## src/rtl/credit_vc_rx_buffer.sv

```systemverilog
// Receive side of a credit-based NoC link: one FIFO per virtual channel,
// per-VC head presentation with backpressure, and one credit pulse per pop.
module credit_vc_rx_buffer #(
  parameter int A_W           = 8,
  parameter int D_W           = 8,
  parameter int VC_W          = 2,
  parameter int VC_FIFO_DEPTH = 4
) (
  input  logic                                             clk,
  input  logic                                             rst,
  input  logic [A_W+D_W:0]                                 i,
  input  logic [VC_W-1:0]                                  i_v,
  output logic [VC_W-1:0]                                  i_credit_gnt,
  output logic [VC_W-1:0][A_W+D_W:0]                       o,
  output logic [VC_W-1:0]                                  o_v,
  input  logic [VC_W-1:0]                                  o_bp,
  output logic [VC_W-1:0][$clog2(VC_FIFO_DEPTH)-1:0]       o_count,
  output logic                                             err
);

  localparam int FW    = A_W + D_W + 1;
  localparam int DEPTH = VC_FIFO_DEPTH - 1;
  localparam int PW    = (DEPTH > 1) ? $clog2(DEPTH) : 1;
  localparam int CW    = $clog2(VC_FIFO_DEPTH);

  localparam logic [PW-1:0] LAST_PTR = PW'(DEPTH - 1);
  localparam logic [CW-1:0] FULL_CNT = CW'(DEPTH);

  logic            multi_hot;
  logic [VC_W-1:0] pop_v;
  logic [VC_W-1:0] ovf_v;

  // More than one valid bit means the sender is broken; nothing is written.
  assign multi_hot = |(i_v & (i_v - VC_W'(1)));

  for (genvar v = 0; v < VC_W; v++) begin : g_vc
    logic [FW-1:0] mem [DEPTH];
    logic [PW-1:0] rd_ptr;
    logic [PW-1:0] wr_ptr;
    logic [CW-1:0] count;
    logic          full;
    logic          pop;
    logic          push;

    assign full = (count == FULL_CNT);
    assign pop  = (count != '0) & ~o_bp[v];
    // A full FIFO still accepts when its head leaves on the same edge; the
    // write lands in the slot being vacated since wr_ptr == rd_ptr when full.
    assign push     = i_v[v] & ~multi_hot & (~full | pop);
    assign ovf_v[v] = i_v[v] & ~multi_hot & full & ~pop;
    assign pop_v[v] = pop;

    always_ff @(posedge clk) begin
      if (push) mem[wr_ptr] <= i;
    end

    always_ff @(posedge clk or posedge rst) begin
      if (rst) begin
        rd_ptr <= '0;
        wr_ptr <= '0;
        count  <= '0;
      end else begin
        if (push) wr_ptr <= (wr_ptr == LAST_PTR) ? '0 : wr_ptr + PW'(1);
        if (pop)  rd_ptr <= (rd_ptr == LAST_PTR) ? '0 : rd_ptr + PW'(1);
        case ({push, pop})
          2'b10:   count <= count + CW'(1);
          2'b01:   count <= count - CW'(1);
          default: count <= count;
        endcase
      end
    end

    assign o[v]       = mem[rd_ptr];
    assign o_v[v]     = (count != '0);
    assign o_count[v] = count;
  end

  always_ff @(posedge clk or posedge rst) begin
    if (rst) begin
      i_credit_gnt <= '0;
      err          <= 1'b0;
    end else begin
      i_credit_gnt <= pop_v;
      if (multi_hot || (|ovf_v)) err <= 1'b1;
    end
  end

endmodule

```

## config.mk

```make
export PLATFORM = sky130hd
export DESIGN_NAME = credit_vc_rx_buffer
export DESIGN_NICKNAME = d
export VERILOG_FILES = /design/src/rtl/credit_vc_rx_buffer.sv
export SDC_FILE = /design/constraint.sdc
export NUM_CORES = 1
export LEC_CHECK = 0
export ABC_CLOCK_PERIOD_IN_PS = 2500
export CAP_MARGIN = 20
export CELL_PAD_IN_SITES_DETAIL_PLACEMENT = 1
export CELL_PAD_IN_SITES_GLOBAL_PLACEMENT = 2
export CORE_UTILIZATION = 35
export DETAILED_ROUTE_END_ITERATION = 7
export GPL_TIMING_DRIVEN = 1
export PLACE_DENSITY = 0.81
export SLEW_MARGIN = 20
export SYNTH_ARGS = -nofsm -noshare
export SYNTH_HDL_FRONTEND = slang
export SYNTH_SLANG_ARGS = --single-unit
```

## constraint.sdc

```tcl
create_clock -name clk -period 2.5 [get_ports clk]
set_clock_uncertainty 0.05 [all_clocks]
set_input_delay 0.375 -clock clk [delete_from_list [all_inputs] [get_ports clk]]
set_output_delay 0.375 -clock clk [all_outputs]
set_load 0.01 [all_outputs]
```

# Yosys cells after proc, flatten, opt, wreduce, memory -nomap -nowiden
# Memories as Yosys holds them, arrays and structs flattened.
# Cells that the tools add are included.
# op_classes
bitwise	20
mux	10
eq_ne	10
add_sub_neg	9
n_reduce_logical	7
# op_table
cell	count
$eq A2 B2 Y1 const B	8
$add A2 B1 Y2 const B	6
$and A1 B1 Y1	10
$mux W2	4
$pmux W2 S2	2
$reduce_bool A2 Y1	4
$not A1 Y1	7
$sub A2 B1 Y2 const B	3
$eq A2 B1 Y1 const B	2
$mux W1	4
$reduce_or A2 Y1	2
$and A2 B2 Y2	1
$or A1 B1 Y1	2
$logic_or A1 B1 Y1	1
# totals
memories	2
word_cells	66
reg_bits	15
output_inout_bits	43
ramBits	102
input_bits	23
# mem_list
name	words	width	rd	rd_ports_with_merged_regs	wr	line	text
g_vc[0].mem	3	17	1	0	1	37	logic [FW-1:0] mem [DEPTH];
g_vc[1].mem	3	17	1	0	1	37	

# Longest topological paths before layout
# Gate-level depths: netlist of run 1.
# logic_depth
ltp_word	9
ltp_mapped	7
depth_no_buf	6

# Least setup slack after synthesis of run 1
# No wires, ideal clock.
# synth_path
path_kind	reg2reg
from	reg g_vc[1].count[0]
to	mem g_vc[1].mem[2][0] (netlist name), enable pin
stages_incl_launch_ff	5
setup_time_ps	416
period_less_slack_ps	2580
required_ps	2034
arrival_ps	2113
setup_slack_ps	-80
n_path_buf	1
cell_sequence	dfrtp_1 buf_2 nand3_2 nand3b_4 nor3b_1
# synth_via
elab_chain_len	6
word_cells_on_any_way	8
cone_classes	eq/ne: 1; mux: 2; bitwise: 4; reduce/logical: 1
# synth_rtl
element	line	text
from (decl)	40	logic [CW-1:0] count;
from (signal assigned)	66	2'b10: count <= count + CW'(1);
from (signal assigned)	67	2'b01: count <= count - CW'(1);
from (signal assigned)	68	default: count <= count;
$reduce_bool A2 Y1 / $eq A2 B2 Y1 (equally long branches)	46, 45	
$and A1 B1 Y1 / $not A1 Y1 (equally long branches)	46, 49	
$or A1 B1 Y1 (*)	49	assign push = i_v[v] & ~multi_hot & (~full | pop);
$and A1 B1 Y1 (*)	49	
$mux W1 (*)	54	if (push) mem[wr_ptr] <= i;
$mux W1 (implied by the code) (*)	54	
to (decl)	37	
# Mark *: on every way between the ends. The rest lies on a longest branch, timed or not.

==> results.md, run 1 <==
* Final setup vio count at 0
* FMAX at 417 MHz
* Area Overhead vs Synth at 34.5%
* Pre-antenna DRT Iters at 4
* Crit path kind: register to output pin
* Share of cells above drive strength 1 at between 10% and 20%
* Total power at 0.00724 W
* Mapped Area at 4510 um^2
* Gr usage total at 15.7%
* Post-Syn Area per Cell at 16.2 um^2
* RSZ-0062 raised after global routing: false
* Dpl ws at 0.409 ns
* CP Max Fanout at 20
* Syn nets at 304
* Critical Path End: o[33]
* Detailed Route Iter0 Violations at 141
* Setup TNS Final at 0 ns
* CTS root buf: clkbuf_16
* Tcrit/Tclk final at a little over nine tenths
* # H-tree levels at 4
* RR Startpoint: g_vc[1].count[0]
* Drt via density at roughly 4.6
* CP bufs+invs at 2
* Core Region at 12600 um^2
* Initial antenna violation count at 0
* Worst hold slack at about 0.30 ns
* PnR worst setup slack at 0.0998 ns
* DRC viols at 0
* Starting Density at between 30% and 40%
* GR Overflow Total at 0
* Status: completed
* CTS Sinks at ~120
* Reg-to-reg slack, setup at 0.87 ns
* Pwr/cell area at 1190 nW/um^2
* Worst Max-Slew Pin Slew at 0.619 ns
* PortBufs at 65
* CTS Hold Buffers Added at 0
* CTS Buf Count at 17
* Synth Instances at 279
* Slowest CP cell: clkdlybuf4s50_1
* Worst path depth at 4
* Diode count at 0
* TritonCTS clock tree: yes
* Seq/Total Area, Yosys at 76.2%
* Worst Path Required at between 2 and 2.5 ns
* GPL Wtd Cong at 0.698
* WP data arrival at 1.98 ns
* Clock-pin slew on the worst setup and hold paths at approximately 0.050 ns
* Setup crit end kind: output pin
* Leak at 2.19 nW
* CP top delay family: buffers and inverters
* HP Class: input port to asynchronous set/reset pin
* Post-DRT Antenna Nets at 0
* Worst rel slew slack at 58.7%
* DIE AREA at 13400 um^2
* Post-layout nets at 393
* Max-cap violations at 0
* Clk_lat worst skew at 0.40 ns
* #FFs+latches synth at 117
* Die W at 116 um
* Final wirelength at between 9000 and 10000 um
* Clock Path Buffers at 2
* Die height at 116 um
* Startpoint Class: register
* First-pass GRT wire length at between 10000 and 15000 um
* Tmin final at roughly 2.4 ns
* Largest net degree at the start of global routing at 38
* Final Max Tran Viols at 0
* Placed cell areas at 5490 um^2
* R2r worst-path depth at 4
* Share of the synthesized area in the top cell type at 67.9%
* Hold Vio Cnt, Final at 0
* Top post-synthesis cells by area: edfxtp_1 (68%), dfrtp_1 (8.3%), mux2i_1 (7.8%)
* Yosys warns at 0
* Hpwl dp at 6130 um
* Post-route cell area at 6070 um^2
* Top Ports at 66
* Postcts setup bufs at 0
* Distinct cell type count after synthesis at 27
* Crit-path cells: buf_12, mux2i_1, o21ai_0, clkdlybuf4s50_1
* # rows at 41
* DR vias at approximately 2600
* VDD IR max at around 0.5 mV
* WL per Instance at 17.0 um
* Largest stage delay on the critical path at 0.60 ns
* RR Endpoint: g_vc[1].mem[2][3]
* Vias in the first global route at 2783
* Critical Path Source: g_vc[1].rd_ptr[0]
* Area leader, netlist: edfxtp_1
* Fill count at 1274
cells in the mapped netlist:
cell type and instances:
a21o_1 2, ha_1 2, inv_1 3, or2_2 1, dfrtp_1 15, mux2_4 2
o21bai_2 1, xnor2_1 4, o21ba_2 1, clkbuf_1 5, nand3b_4 2, nand3_1 1
o21ai_0 34, mux2_2 3, buf_2 5, nor3_1 3, mux2i_1 35, nand2_1 35
nand4_1 1, buf_4 3, nor2b_1 4, nand3_2 1, edfxtp_1 102, a22oi_1 1
nor3b_1 3, xor2_1 2, nor2_1 8
final cells by class:
class | count | area, um^2 | area share [%]
Sequential cell | 117 | 3440 | 56.6
Multi-Input combinational cell | 146 | 1030 | 17.0
Timing Repair Buffer | 83 | 802 | 13.2
Clock buffer | 22 | 464 | 7.65
Tap cell | 172 | 215 | 3.54
Clock inverter | 10 | 105 | 1.73
Inverter | 3 | 11.3 | 0.185
flip-flops by register name, summed over array words and instances, names as in the netlist:
signal and flops:
i_credit_gnt 2, g_vc.wr_ptr 4, err 1, g_vc.rd_ptr 4
g_vc.mem 102, g_vc.count 4
how the worst min path moves through the flow:
| stage | from | end | slack, ns | cells past startpoint |
|---|---|---|---|---|
| floorplan | rst | err | 0.23 | 1 |
| global placement | g_vc[0].count[1] | g_vc[0].count[1] | 0.48 | 1 |
| detailed placement | g_vc[0].count[1] | g_vc[0].count[1] | 0.49 | 1 |
| CTS | rst | g_vc[0].count[0] | 0.32 | 2 |
| global route | rst | g_vc[0].count[1] | 0.35 | 2 |
| finish | rst | g_vc[0].count[1] | 0.30 | 2 |
stage by stage:
step / util, % / cells
global placement: 43.5 / 521
global route: 48.1 / 553
CTS: 48.0 / 553
detailed placement: 43.5 / 521
finish: 48.1 / 553
floorplan: - / 279
routing by layer:
metal  vias to the layer above  wire (um)  global-route usage (%)
li1                       1214          -                       -
met1                      1281       4070                    18.5
met2                        48       4900                    26.6
met3                         9        305                    4.50
met4                         0        128                    7.27
met5                         -          0                       0
repair_timing:
| action | 4_1_cts | 5_1_grt |
|---|---|---|
| gates resized for setup | 1 | 3 |
| setup endpoints to repair | 4 | 6 |
| hold endpoints to repair | 0 | 0 |
report_power, final:
| part | internal (W) | switching (W) |
|---|---|---|
| Combinational | 0.00120 | 0.00113 |
| Sequential | 0.00243 | 0.000181 |
| Clock | 0.00150 | 0.000789 |
| Total | 0.00514 | 0.00210 |
logic make-up after synthesis:
family / count (synthesis) / share of synthesized area, %
mux: 40 / 9.18
compound gates: 39 / 4.74
flops: 117 / 76.2
buf+inv: 16 / 1.72
simple gates: 59 / 6.46
fa+ha+maj: 2 / 0.554
xor+xnor: 6 / 1.16
cell usage in the layout, fill, tap and decap left out, types with 2 or more instances in the layout:
cell / instances
dfrtp_1: 15
clkbuf_8: 2
nor2b_1: 2
mux2i_1: 35
o21ai_0: 34
buf_4: 16
nor3_2: 2
edfxtp_1: 102
xor2_1: 2
clkinvlp_4: 2
nand3b_4: 2
clkinv_2: 6
mux2_2: 3
bufinv_16: 2
nand2_1: 35
a21o_1: 2
nor2b_2: 2
nor2_1: 8
ha_1: 2
xnor2_1: 4
mux2_4: 2
inv_1: 3
clkdlybuf4s50_1: 65
clkbuf_16: 17
clkbuf_1: 3
nor3b_4: 2
Note: power is estimated with default switching activity, not from simulation.
==> run 2: changes to the inputs <==
--- a/config.mk
+++ b/config.mk
@@ -12,7 +12,7 @@
 export CORE_UTILIZATION = 35
 export DETAILED_ROUTE_END_ITERATION = 7
 export GPL_TIMING_DRIVEN = 1
-export PLACE_DENSITY = 0.81
+export PLACE_DENSITY_LB_ADDON = 0.1
 export SLEW_MARGIN = 20
 export SYNTH_ARGS = -nofsm -noshare
 export SYNTH_HDL_FRONTEND = slang
==> results.md, run 2 (synthesis results as in run 1) <==
* CTS Buf Count at 17 (unchanged)
* Initial antenna violation count at 0 (unchanged)
* Slowest CP cell: clkdlybuf4s50_1
* First-pass GRT wire length at 14600 um (-2.0%)
* Clk_lat worst skew at 0.40 ns (about the same)
* Part of the power in the clock network at 32.2% (+0.5 points)
* Final Max Tran Viols at 0 (unchanged)
* CTS Sinks at 117 (unchanged)
* RSZ-0062 raised after global routing: false
* Met2 Use GR at 25.8% (-0.84 points)
* Fill count at 1259 (-1.2%)
* FMAX at 417 MHz (about the same)
* WP data arrival at 1.97 ns (about the same)
* Hpwl dp at 5980 um (-2.3%)
* Clock-pin slew on the worst setup and hold paths at 0.05 ns (about the same)
* Most common cell after layout, fill and taps aside: edfxtp_1
* Starting Density at 35.8% (unchanged)
* CTS Hold Buffers Added at 0 (unchanged)
* Top Ports at 66 (unchanged)
* DR vias at 2540 (-0.47%)
* Share of cells above drive strength 1 at 16.2% (-0.61 points)
* Tcrit/Tclk final at 95.9% (about the same)
* Setup crit end kind: output pin
* Gr busiest metal: met2
* Flop pwr share at 36.1% (about the same)
* WL per Instance at 16.6 um (-2.3%)
* Startpoint Class: register
* Most frequent cells in the layout: edfxtp_1 (102), clkdlybuf4s50_1 (65), nand2_1 (35), mux2i_1 (35), o21ai_0 (31)
* Total power at 0.00725 W (+0.14%)
* Worst Max-Slew Pin Slew at 0.600 ns (-0.0184 ns)
* Leak at 2.19 nW (about the same)
* CTS root buf: clkbuf_16
* GR Layer Usage met3 at 4.65% (+0.16 points)
* Largest stage delay on the critical path at 0.59 ns (about the same)
* Die height at 116 um (unchanged)
* Post-layout nets at 395 (+0.51%)
* Post-DRT Antenna Nets at 0 (unchanged)
* CP Max Fanout at 12 (-40%)
* Detailed Route Iter0 Violations at 104 (-26%)
* Postcts setup bufs at 0 (unchanged)
* DIE AREA at 13400 um^2 (unchanged)
* DRC viols at 0 (unchanged)
* Status: completed
* VDD IR max at 0.462 mV (-7.7%)
* Tmin final at 2.40 ns (-0.00162 ns)
* Dpl ws at 0.468 ns (+0.0591 ns)
* Crit-path cells: buf_4, mux2i_1, o21ai_0, clkdlybuf4s50_1
* Crit path kind: register to output pin
* Clock Path Buffers at 2 (unchanged)
* Pre-antenna DRT Iters at 4 (unchanged)
* Sw frac at 28.7% (-0.35 points)
* Drt via density at 4.58 (-0.83%)
* Internal at 0.00517 W (+0.63%)
* CP bufs+invs at 2 (unchanged)
* Combinational power share at 31.7% (-0.6 points)
* Pwr/cell area at 1190 nW/um^2 (about the same)
* GPL Wtd Cong at 0.692 (-0.87%)
* # rows at 41 (unchanged)
* GR Overflow Total at 0 (unchanged)
* Final wirelength at 9220 um (-2.0%)
* Largest Register: g_vc.mem
* Setup TNS Final at 0 ns (unchanged)
* Worst rel slew slack at 59.9% (+1.2 points)
* TritonCTS clock tree: yes
* Hold Vio Cnt, Final at 0 (unchanged)
* Worst Path Required at 2.08 ns (about the same)
* Area Overhead vs Synth at 34.6% (about the same)
* Psw at 0.00208 W (-1.1%)
* Final setup vio count at 0 (unchanged)
* Vias in the first global route at 2717 (-2.4%)
* Core Region at 12600 um^2 (unchanged)
* Largest net degree at the start of global routing at 20 (-47%)
* CP top delay family: buffers and inverters
* Gr usage total at 15.6% (-0.14 points)
* PortBufs at 65 (unchanged)
* Die W at 116 um (unchanged)
* Met1 Use GR at 18.6% (+0.092 points)
* HP Class: input port to asynchronous set/reset pin
* PnR worst setup slack at 0.101 ns (+0.00162 ns)
* # H-tree levels at 4 (unchanged)
* Number of flip-flops in the largest register at 102 (unchanged)
* Diode count at 0 (unchanged)
* Max-cap violations at 0 (unchanged)
-- run 2: cell types whose count changed in the layout (fill, tap and decap cells not counted) --
cell        previous run  this run
clkinv_1               0         6
o21ai_1                0         3
buf_6                  1         0
o21ai_0               34        31
clkinv_4               0         1
clkbuf_8               2         0
buf_4                 16        20
clkinvlp_4             2         1
clkinv_2               6         2
dfrtp_1               15        14
buf_12                 1         0
bufinv_16              2         3
dfrtp_2                0         1
clkbuf_1               3         2
-- run 2: layout make-up --
type | instances | area [um^2] | share of cell area, %
sequential | 117 | 3440 | 56.6
multi-input combinational | 146 | 1030 | 17.0
timing repair buffer | 85 | 801 | 13.2
clock buffer | 19 | 433 | 7.13
tap | 172 | 215 | 3.54
clock inverter | 13 | 139 | 2.29
inverter | 3 | 11.3 | 0.185
-- run 2: routing by layer --
layer | up-vias | routed length, um
li1 | 1220 | -
met3 | 12 | 295
met5 | - | 0
met1 | 1256 | 4100
met4 | 0 | 127
met2 | 52 | 4690
-- run 2: metrics by stage --
step | instance area [um^2] | utilization, % | hold slack, ns | cells
after floorplan | 4520 | - | 0.226 | 279
after global placement | 5500 | 43.6 | 0.476 | 523
after detailed placement | 5500 | 43.6 | 0.495 | 523
after CTS | 6070 | 48.1 | 0.299 | 555
after global routing | 6070 | 48.1 | 0.368 | 555
final | 6070 | 48.1 | 0.290 | 555
-- run 2: path summary, 6_finish.rpt --
| kind | endpoint | depth (start not counted) | startpoint | slack, ns |
|---|---|---|---|---|
| worst max-delay path | o[11] | 4 | g_vc[0].rd_ptr[0] | 0.10 |
| worst min-delay path | i_credit_gnt[0] | 2 | rst | 0.29 |
| worst max register to register | g_vc[1].count[1] | 5 | g_vc[1].count[0] | 0.89 |
| worst min register to register | g_vc[0].count[1] | 1 | g_vc[0].count[1] | 0.50 |
| max in group asynchronous | g_vc[0].rd_ptr[1] | 2 | rst | 1.68 |
| min in group clk | g_vc[0].count[1] | 1 | g_vc[0].count[1] | 0.50 |
-- run 2: timing repair --
item | CTS | global route
endpoints found under the hold margin | 0 | 0
gates resized for setup | 0 | 4
endpoints found under the setup margin | 0 | 4
-- run 2: power groups by stage --
stage / sequential (W) / combinational [W] / clock, W
2_1_floorplan: 0.00260 / 0.00119 / 0
3_3_place_gp: 0.00264 / 0.00232 / 0
3_5_place_dp: 0.00265 / 0.00235 / 0
4_1_cts: 0.00262 / 0.00236 / 0.00240
5_1_grt: 0.00266 / 0.00251 / 0.00248
6_report: 0.00262 / 0.00230 / 0.00234
